--- src/rtl/pipe_step_ctl.sv ---
// =============================================================================
// Module   : pipe_step_ctl
// Purpose  : Pipeline-advance / debug-trace controller (run, step, burst,
//            PC breakpoint, advance counter, regfile scan address generator).
// Revision : 1.0 - initial release
// =============================================================================
`default_nettype none

module pipe_step_ctl #(
  parameter int DIV_W   = 6,
  parameter int STAGES  = 5,
  parameter int INSN_W  = 16,
  parameter int PC_W    = 8,
  parameter int RA_W    = 4,
  parameter int BURST_W = 8
) (
  input  logic                     clk_i,
  input  logic                     rst_n_i,
  input  logic                     pause_i,
  input  logic                     step_i,
  input  logic                     burst_go_i,
  input  logic [BURST_W-1:0]       burst_cnt_i,
  input  logic                     resume_i,
  input  logic                     brk_en_i,
  input  logic [PC_W-1:0]          brk_pc_i,
  input  logic [PC_W-1:0]          pc_i,
  input  logic [INSN_W-1:0]        if_insn_i,
  input  logic                     flush_i,
  output logic                     adv_o,
  output logic                     write_window_o,
  output logic                     scan_valid_o,
  output logic [RA_W-1:0]          scan_ra_o,
  output logic [STAGES*INSN_W-1:0] trace_o,
  output logic [1:0]               state_o,
  output logic [15:0]              adv_count_o
);

  typedef enum logic [1:0] {
    ST_PAUSED = 2'b00,
    ST_RUN    = 2'b01,
    ST_BURST  = 2'b10,
    ST_HALT   = 2'b11
  } state_e;

  state_e               state_q, state_d;
  logic [DIV_W-1:0]     div_q, div_d;
  logic [BURST_W-1:0]   remain_q, remain_d;
  logic                 skip_q, skip_d;
  logic                 adv_q, adv_d;
  logic                 ww_q;
  logic [15:0]          cnt_q;
  logic [RA_W-1:0]      ra_q;
  logic [INSN_W-1:0]    trace_q [STAGES];
  logic                 tick;
  logic                 brk_hit;
  logic                 scan_valid;

  assign tick       = &div_q;
  assign brk_hit    = brk_en_i && (pc_i == brk_pc_i) && !skip_q;
  assign scan_valid = ~adv_q & ~ww_q;

  always_comb begin
    state_d  = state_q;
    remain_d = remain_q;
    skip_d   = skip_q;
    adv_d    = 1'b0;
    unique case (state_q)
      ST_RUN: begin
        if (tick && brk_hit) begin
          state_d = ST_HALT;
        end else begin
          if (tick) begin
            adv_d  = 1'b1;
            skip_d = 1'b0;
          end
          if (pause_i) state_d = ST_PAUSED;
        end
      end
      ST_BURST: begin
        if (tick && brk_hit) begin
          state_d  = ST_HALT;
          remain_d = '0;
        end else begin
          if (tick) begin
            adv_d    = 1'b1;
            skip_d   = 1'b0;
            remain_d = remain_q - 1'b1;
            if (remain_q == BURST_W'(1)) state_d = ST_PAUSED;
          end
          if (!pause_i) begin
            state_d  = ST_RUN;
            remain_d = '0;
          end
        end
      end
      ST_PAUSED: begin
        if (!pause_i) begin
          state_d = ST_RUN;
        end else if (burst_go_i && (burst_cnt_i != '0)) begin
          state_d  = ST_BURST;
          remain_d = burst_cnt_i;
        end else if (step_i) begin
          adv_d = 1'b1;
        end
      end
      default: begin
        if (resume_i) begin
          state_d = ST_RUN;
          skip_d  = 1'b1;
        end else if (step_i) begin
          adv_d   = 1'b1;
          state_d = ST_PAUSED;
        end
      end
    endcase
  end

  // Divider restarts from zero whenever the controller enters or leaves a free-running state.
  always_comb begin
    div_d = '0;
    if ((state_q == ST_RUN || state_q == ST_BURST) &&
        (state_d == ST_RUN || state_d == ST_BURST))
      div_d = div_q + 1'b1;
  end

  always_ff @(posedge clk_i) begin
    if (!rst_n_i) begin
      state_q  <= ST_PAUSED;
      div_q    <= '0;
      remain_q <= '0;
      skip_q   <= 1'b0;
      adv_q    <= 1'b0;
      ww_q     <= 1'b0;
      cnt_q    <= '0;
      ra_q     <= '0;
      for (int i = 0; i < STAGES; i++) trace_q[i] <= '0;
    end else begin
      state_q  <= state_d;
      div_q    <= div_d;
      remain_q <= remain_d;
      skip_q   <= skip_d;
      adv_q    <= adv_d;
      ww_q     <= adv_q;
      if (scan_valid) ra_q <= ra_q + 1'b1;
      if (adv_q) begin
        cnt_q      <= cnt_q + 16'd1;
        trace_q[0] <= flush_i ? '0 : if_insn_i;
        for (int i = 1; i < STAGES; i++) trace_q[i] <= trace_q[i-1];
      end
    end
  end

  for (genvar g = 0; g < STAGES; g++) begin : g_trace_pack
    assign trace_o[g*INSN_W +: INSN_W] = trace_q[g];
  end

  assign adv_o          = adv_q;
  assign write_window_o = ww_q;
  assign scan_valid_o   = scan_valid;
  assign scan_ra_o      = ra_q;
  assign state_o        = state_q;
  assign adv_count_o    = cnt_q;

endmodule

`default_nettype wire

--- config.mk ---
export PLATFORM = sky130hd
export DESIGN_NAME = pipe_step_ctl
export DESIGN_NICKNAME = d
export VERILOG_FILES = /design/src/rtl/pipe_step_ctl.sv
export SDC_FILE = /design/constraint.sdc
export NUM_CORES = 1
export LEC_CHECK = 0
export ABC_AREA = 1
export ABC_CLOCK_PERIOD_IN_PS = 5900
export CAP_MARGIN = 30
export CORE_UTILIZATION = 51
export CTS_CLUSTER_SIZE = 12
export DETAILED_ROUTE_END_ITERATION = 8
export PLACE_DENSITY = 0.95
export REMOVE_ABC_BUFFERS = 1
export SYNTH_ARGS = -nofsm -noshare
export SYNTH_HDL_FRONTEND = slang
export SYNTH_SLANG_ARGS = --single-unit
--- constraint.sdc ---
create_clock -name clk_i -period 5.9 [get_ports clk_i]
set_input_delay 1.18 -clock clk_i [delete_from_list [all_inputs] [get_ports clk_i]]
set_output_delay 1.18 -clock clk_i [all_outputs]
set_load 0.1 [all_outputs]
# Word level (Yosys, flattened, before mapping)
# Memory sizes are Yosys's and may differ from the RTL's.
# Cells that the tools add are included.
# totals
register_bits,39
latchBits,0
ramBits,80
mem_bits_ro,0
inputBits,48
output_inout_bits,105
elab_cells,88
mem_count,1
# memory_table
name,depth,word_bits,read_ports,rd_ports_with_merged_regs,write_ports,line,rtl
trace_q,5,16,5,0,5,53,logic [INSN_W-1:0] trace_q [STAGES];
# classes
n_addsub,4
mul,0
div,0
magnitude_cmp,0
n_eq_ne,11
shift,0
mux,38
bitwise,9
reduce_logical,17
# op_table
op,n
2-to-1 mux 16 bit,6
2-to-1 mux 8 bit,5
2-to-1 mux 2 bit,10
"adder 16 x 1 -> 16 bit, second input constant",1
case mux 8 bit (2 select lines),1
2-to-1 mux 1 bit,13
"equality test 8 x 1 -> 1 bit, second input constant",1
equality test 8 bit,1
AND reduction 4 bit,2
nonzero test 8 bit,1
"subtractor 8 x 1 -> 8 bit, second input constant",1
"adder 6 x 1 -> 6 bit, second input constant",1
"inequality test 2 bit, second input constant",3
case mux 2 bit (3 select lines),1
AND reduction 6 bit,1
logical AND 1 bit,5
bitwise OR 1 bit,5
"adder 4 x 1 -> 4 bit, second input constant",1
"equality test 2 x 1 -> 1 bit, second input constant",2
"equality test 2 bit, second input constant",2
"inequality test 4 bit, second input constant",1
case mux 1 bit (2 select lines),2
nonzero test 2 bit,2
inverter 1 bit,3
other kinds (7),8

# Logic depth before layout (Yosys ltp)
# Gate-level depths: netlist (run 1).
# depth
word_depth,10
depth_mapped,15
depth_no_buf,15

# Least setup slack after synthesis (run 1)
# Ideal clock, no wire load.
# synth_timing
kind,input to register
start,input rst_n_i
end,memory trace_q[0][0] (enable)
setup_time_ns,0.802
arrival_time_ns,2.780
t_required_ns,5.098
setup_slack_ns,2.318
cell_stages,2
path_buffers,1
path_cell_list,clkbuf_1 > nand2_1
# synth_lines
item,line,rtl
"start, declared",18,"input logic rst_n_i,"
"end, declared",53,

# Worst setup path in the final report (run 1)
# layout_timing
start,register adv_q (netlist: adv_o)
end,output scan_valid_o
# layout_via
elab_chain_len,2
# layout_lines
item,line,rtl
"start, declared",49,"logic adv_q, adv_d;"
"start signal, assigned",142,adv_q <= adv_d;
inverter 1 bit,60,assign scan_valid = ~adv_q & ~ww_q;
bitwise AND 1 bit,60,
"end, declared",31,"output logic scan_valid_o,"
# No other way between the ends.

==> results of run 1 <==
==> registers in the layout, indices dropped and copies added (netlist names) <==
signal          count
state_o             2
skip_q              1
remain_q            8
adv_count_o        16
write_window_o      1
adv_o               1
trace_q            80
scan_ra_o           4
div_q               6
==> report_power, final <==
group          internal, µW  total (µW)  switching (µW)  leakage (µW)
logic                   134         512             377       0.00169
clock network           683        1050             368      0.000280
registers               936         970            33.7       0.00115
==> layout make-up <==
cell class | count | area, µm²
multi-input combinational | 313 | 1580
inverter | 131 | 492
timing repair buffer | 155 | 1560
tap | 133 | 166
sequential | 119 | 3180
clock inverter | 12 | 178
fill | 616 | 2330
clock buffer | 19 | 422
==> worst min path at each step <==
stage / from / endpoint / slack (ns) / cells past startpoint
3_5_place_dp: div_q[0]$_SDFF_PN0_ / div_q[0]$_SDFF_PN0_ / 0.47 / 1
6_report: div_q[0]$_SDFF_PN0_ / div_q[0]$_SDFF_PN0_ / 0.48 / 1
4_1_cts: div_q[0]$_SDFF_PN0_ / div_q[0]$_SDFF_PN0_ / 0.48 / 1
5_1_grt: adv_count_o[15]$_SDFFE_PN0P_ / adv_count_o[15]$_SDFFE_PN0P_ / 0.50 / 2
3_3_place_gp: div_q[0]$_SDFF_PN0_ / div_q[0]$_SDFF_PN0_ / 0.43 / 1
2_1_floorplan: div_q[0]$_SDFF_PN0_ / div_q[0]$_SDFF_PN0_ / 0.42 / 1
==> critical path: stages, from the launching register on <==
cell             delay, ns
dfxtp_1               0.43
nor2_1                0.36
clkdlybuf4s50_1       1.20
==> cell families after synthesis <==
group / share of synthesized area, %
simple gates: 18.5
fa+ha+maj: 2.12
flops: 60.0
xor+xnor: 2.15
compound gates: 6.77
buf+inv: 10.4
==> routing by layer <==
metal	vias to the layer above	global-route usage, %	wire (µm)
met2	220	46.9	6980
met3	44	5.51	824
met5	-	0	0
li1	2155	-	-
met1	2096	30.3	5410
met4	0	12.8	500
==> stage by stage <==
step	util (%)	power (µW)	area, µm²	setup WS, ns	hold slack (ns)
after floorplan	-	1350	5240	2.42	0.418
after global routing	76.5	2610	7580	2.09	0.500
after CTS	76.2	2530	7550	2.22	0.484
after detailed placement	70.2	1490	6950	2.77	0.474
final	76.5	2530	7580	2.21	0.479
after global placement	70.2	1470	6950	2.82	0.429
==> Yosys cell counts (all sizes together) <==
master / instances
nand3: 19
dfxtp: 39
buf: 7
and3: 2
a221oi: 2
ha: 9
o211ai: 2
nand4: 10
o21ai: 22
nand3b: 1
xnor2: 4
clkbuf: 8
o21a: 2
xor2: 9
and2: 1
nand2: 65
a21oi: 34
edfxtp: 80
nor4: 4
nor2: 113
inv: 131
a31oi: 1
nor3: 9
a311oi: 1
or2: 3
==> results.cfg, run 1 <==
[global_route]
grt_first_pass_wirelength_mm = 22.4
grt_overflow_total = 0
first_global_vias = 4429
track_usage_pct = 26.4
grt_start_max_net_pins = 83
number_of_antenna_violations_at_the_first_check_in_global_routing = 0

[clock_tree]
clk_pin_slew_worst_paths_ns = 0.06
cts-htree-levels = 4
post_cts_buffers = 0
clock_latency_ns = 0.52
cts.root.buffer_cell = clkbuf_8
cts_inserted_buffers = 17
cts_resized = 0
cts_num_sinks = 119
hold_buffers = 0
cts.path.max_buffers = 2
cts_tree = built

[synthesis]
syn_avg_cell_area_um2 = 9.17
synth_warnings = 0
synthDominantCellAreaShare_pct = 45.3
synth.distinct_cells = 37
post-synth-top-area-cell = edfxtp_1
synthCells = 578
netlist_area_um2 = 5300
number_of_synthesized_register_bits = 119
synth.yosys.seq_area_share_pct = 60.0
yosys-top-cells-area = edfxtp_1 45%, dfxtp_1 15%, inv_1 8.8%

[timing]
worst-slew-pin-transition_ns = 1.03
final.min_clock_period_ns = 3.69
period_share_pct = 62.5
finalSetupViolCount = 0
slew_headroom_pct = 30.9
hold_viol_final = 0
final.setup_skew_ns = 0.00764
timing.fmax_mhz = 271
final-max-slew-violation-count = 0
tns_ns = 0
rsz0062_at_grt = false

[worst_setup_path]
crit_path_max_fanout = 10
timing.setup.critical_path_class = reg -> out
setup.worst_path.start = adv_o$_SDFF_PN0_
crit_path_end_kind = output pin
r2r.worst_path.cells = 7
reg2reg_from = state_o[0]$_SDFF_PN0_
timing.rr.end = remain_q[0]$_SDFFE_PN0P_
cp_data_required_time_ns = 4.72
reg2reg_setup_slack_ns = 3.63
kind_of_launch_point_of_the_worst_setup_path = register
cp_data_arrival_time_ns = 2.51
timing.critical_path.to = scan_valid_o

[placement]
gp_congestion = 0.920
dp_hpwl_mm = 9.41
portBuffers = 152
dp.cells = 850

[drt]
post-route-drc-count = 0
drt_iter0_drc = 406
post_drt_via_cell_ratio = 5.12
route.vias.total = 4515
drt_first_pass_iters = 6
routedWlPerCell_um = 15.6
routed_wl_mm = 13.7
antenna_left = 0

[run]
maxCapViolCount = 0

[power]
power_density_nw_per_um2 = 334
power_leakage_uw = 0.00312
vdd.ir_drop.worst_mv = 0.197

[layout]
n_antenna_cell = 0
layout_commonest_cell = clkdlybuf4s50_1
mostFrequentLayoutCells = 152 x clkdlybuf4s50_1, 124 x inv_1, 111 x nor2_1
syn2layout_area_growth_pct = 43.0
post_route_cells_drive_above_1_share_pct = 7.08
nNetsFinal = 794
instances_no_fill = 882

[floorplanning]
die-area_um2 = 10800
ioPinCount = 153
core_um2 = 9910
die_h_um = 104
die_w_um = 104
initial_utilization_pct = 53.5
placementRows = 36

[run_status]
outcome = finished, final reports clean

[hold_path]
classification_of_the_worst_slack_hold_path = reg -> reg
Note: power is estimated with default switching activity, not from simulation.
==> run 2: changes to the inputs <==
ABC_CLOCK_PERIOD_IN_PS = 3550   (was 5900)
CORE_UTILIZATION = 48   (was 51)
PLACE_DENSITY = 0.92   (was 0.95)
clock period = 3.55 ns   (was 5.9 ns; I/O delays follow)
==> run 2 against run 1 <==
Against the previous run: die area rose by 6.1%; hold slack got worse by 0.014 ns; non-clock buffer count did not move; sequential power rose by 66%; clock power rose by 61%; register-to-register slack got worse by 2.3 ns; total power rose by 64%; cell area fell by 0.40%; sequential share of layout area rose by 0.17 points; critical path depth fell by 1; routed wire length fell by 3.3%; clock-buffer cell count fell by 2; critical path type unchanged; critical endpoint is now adv_count_o[5].
==> results.cfg, run 2 (same netlist as run 1, synthesis figures left out) <==
[global_route]
met2_usage_pct = 41.3
first_global_vias = 4402
grt_start_max_net_pins = 66
grt.met3_usage_pct = 5.96
grt_first_pass_wirelength_mm = 20.8
grtUsageMet1_pct = 28.0
grt_overflow_total = 0
track_usage_pct = 23.9
top_usage_layer = met2
number_of_antenna_violations_at_the_first_check_in_global_routing = 0

[drt]
routed_wl_mm = 13.3
route.vias.total = 4467
routedWlPerCell_um = 14.9
drt_iter0_drc = 351
drt_first_pass_iters = 5
antenna_left = 0
post-route-drc-count = 0
post_drt_via_cell_ratio = 5.02

[hold_path]
min_from = scan_ra_o[3]$_SDFFE_PN0P_
whs_endpoint = scan_ra_o[3]$_SDFFE_PN0P_
worstHoldPathCells = 2
classification_of_the_worst_slack_hold_path = reg -> reg

[clock_tree]
cts.root.buffer_cell = clkbuf_8
cts_tree = built
clock_latency_ns = 0.51
cts_num_sinks = 119
post_cts_buffers = 0
cts_resized = 0
cts_inserted_buffers = 17
hold_buffers = 0
cts-htree-levels = 4
clk_pin_slew_worst_paths_ns = 0.06
cts.path.max_buffers = 2

[floorplanning]
die_h_um = 107
die_w_um = 107
die-area_um2 = 11500
placementRows = 38
core_um2 = 10800
ioPinCount = 153
initial_utilization_pct = 49.1

[power]
post-layout-total-power_uw = 4140
vdd.ir_drop.worst_mv = 0.409
power_density_nw_per_um2 = 549
power_leakage_uw = 0.00312

[layout]
mostFrequentLayoutCells = 143 x clkdlybuf4s50_1, 124 x inv_1, 111 x nor2_1
final.fill_count = 727
largest_register_ffs = 80
syn2layout_area_growth_pct = 42.4
multi_input_comb_area_um2 = 1580
layout_commonest_cell = clkdlybuf4s50_1
n_antenna_cell = 0
final-seq-area_um2 = 3180
max_flop_register = trace_q
post_route_cells_drive_above_1_share_pct = 8.54
nNetsFinal = 794

[timing]
slew_headroom_pct = 31.0
finalWorstSetupSlack_ns = 0.724
period_share_pct = 79.6
final.min_clock_period_ns = 2.83
rsz0062_at_grt = false
timing.fmax_mhz = 354
finalSetupViolCount = 0
final.setup_skew_ns = 0.00833
timing.hold.ws_ns = 0.465
final-max-slew-violation-count = 0
worst-slew-pin-transition_ns = 1.03
tns_ns = 0
hold_viol_final = 0

[worst_setup_path]
reg2reg_from = state_o[0]$_SDFF_PN0_
cp_data_arrival_time_ns = 2.12
cp_data_required_time_ns = 2.84
timing.setup.critical_path_class = reg -> out
kind_of_launch_point_of_the_worst_setup_path = register
crit_path_max_fanout = 6
r2r.worst_path.cells = 7
crit_path_end_kind = output pin
path_cells = clkdlybuf4s50_1
cp_top_family = buffers and inverters
number_of_buffer_and_inverter_instances_along_the_worst_setup_path = 1
slowest_stage = clkdlybuf4s50_1
reg2reg_setup_slack_ns = 1.36
critical-path-max-stage-delay_ns = 1.18
timing.rr.end = remain_q[1]$_SDFFE_PN0P_

[placement]
portBuffers = 152
placement.setup.worst_slack_ns = 0.940
gp_congestion = 0.900
dp_hpwl_mm = 9.78

[run_status]
outcome = finished, final reports clean

[run]
maxCapViolCount = 0
-- run 2: cell count changes in the layout (fill, tap and decap cells not counted) --
cell             delta
buf_4               +9
clkdlybuf4s50_1     -9
clkbuf_1            -2
inv_6               +2
buf_12              +1
buf_16              -1
bufinv_16           -1
clkinv_2            -1
clkinv_4            +1
clkinvlp_4          +1
-- run 2: worst max path at each step --
stage                                            from                     endpoint  depth (start not counted)
after floorplan                      adv_o$_SDFF_PN0_  trace_q[0][0]$_SDFFCE_PP0P_                          2
after global placement                        rst_n_i  trace_q[0][9]$_SDFFCE_PP0P_                          3
after detailed placement                      rst_n_i  adv_count_o[0]$_SDFFE_PN0P_                          6
after CTS                 adv_count_o[5]$_SDFFE_PN0P_               adv_count_o[5]                          1
after global routing      adv_count_o[5]$_SDFFE_PN0P_               adv_count_o[5]                          1
final                     adv_count_o[5]$_SDFFE_PN0P_               adv_count_o[5]                          1
-- run 2: final cells by class --
| class | instances | area share (%) |
|---|---|---|
| inverter | 131 | 6.51 |
| sequential | 119 | 42.2 |
| clock buffer | 17 | 5.49 |
| tap | 140 | 2.32 |
| multi-input combinational | 313 | 20.9 |
| clock inverter | 14 | 2.34 |
| timing repair buffer | 155 | 20.3 |
-- run 2: routing by layer --
metal | wire length, µm | part of all wire (%) | vias up
li1 | - | - | 2154
met1 | 5200 | 39 | 2067
met3 | 1070 | 8.1 | 26
met4 | 268 | 2.0 | 0
met2 | 6730 | 51 | 220
met5 | 0 | 0 | -
-- run 2: report_power, final --
group          total, µW  switching [µW]  leakage [µW]  internal [µW]
logic                840             619       0.00170            221
clock network       1690             619      0.000273           1070
registers           1610            58.0       0.00115           1560
-- run 2: through the flow --
| step | utilization (%) | instance area (µm²) | cells |
|---|---|---|---|
| floorplan | - | 5240 | 563 |
| global placement | 64.5 | 6960 | 858 |
| detailed placement | 64.5 | 6960 | 858 |
| CTS | 70.0 | 7550 | 889 |
| global route | 70.0 | 7550 | 889 |
| finish | 70.0 | 7550 | 889 |
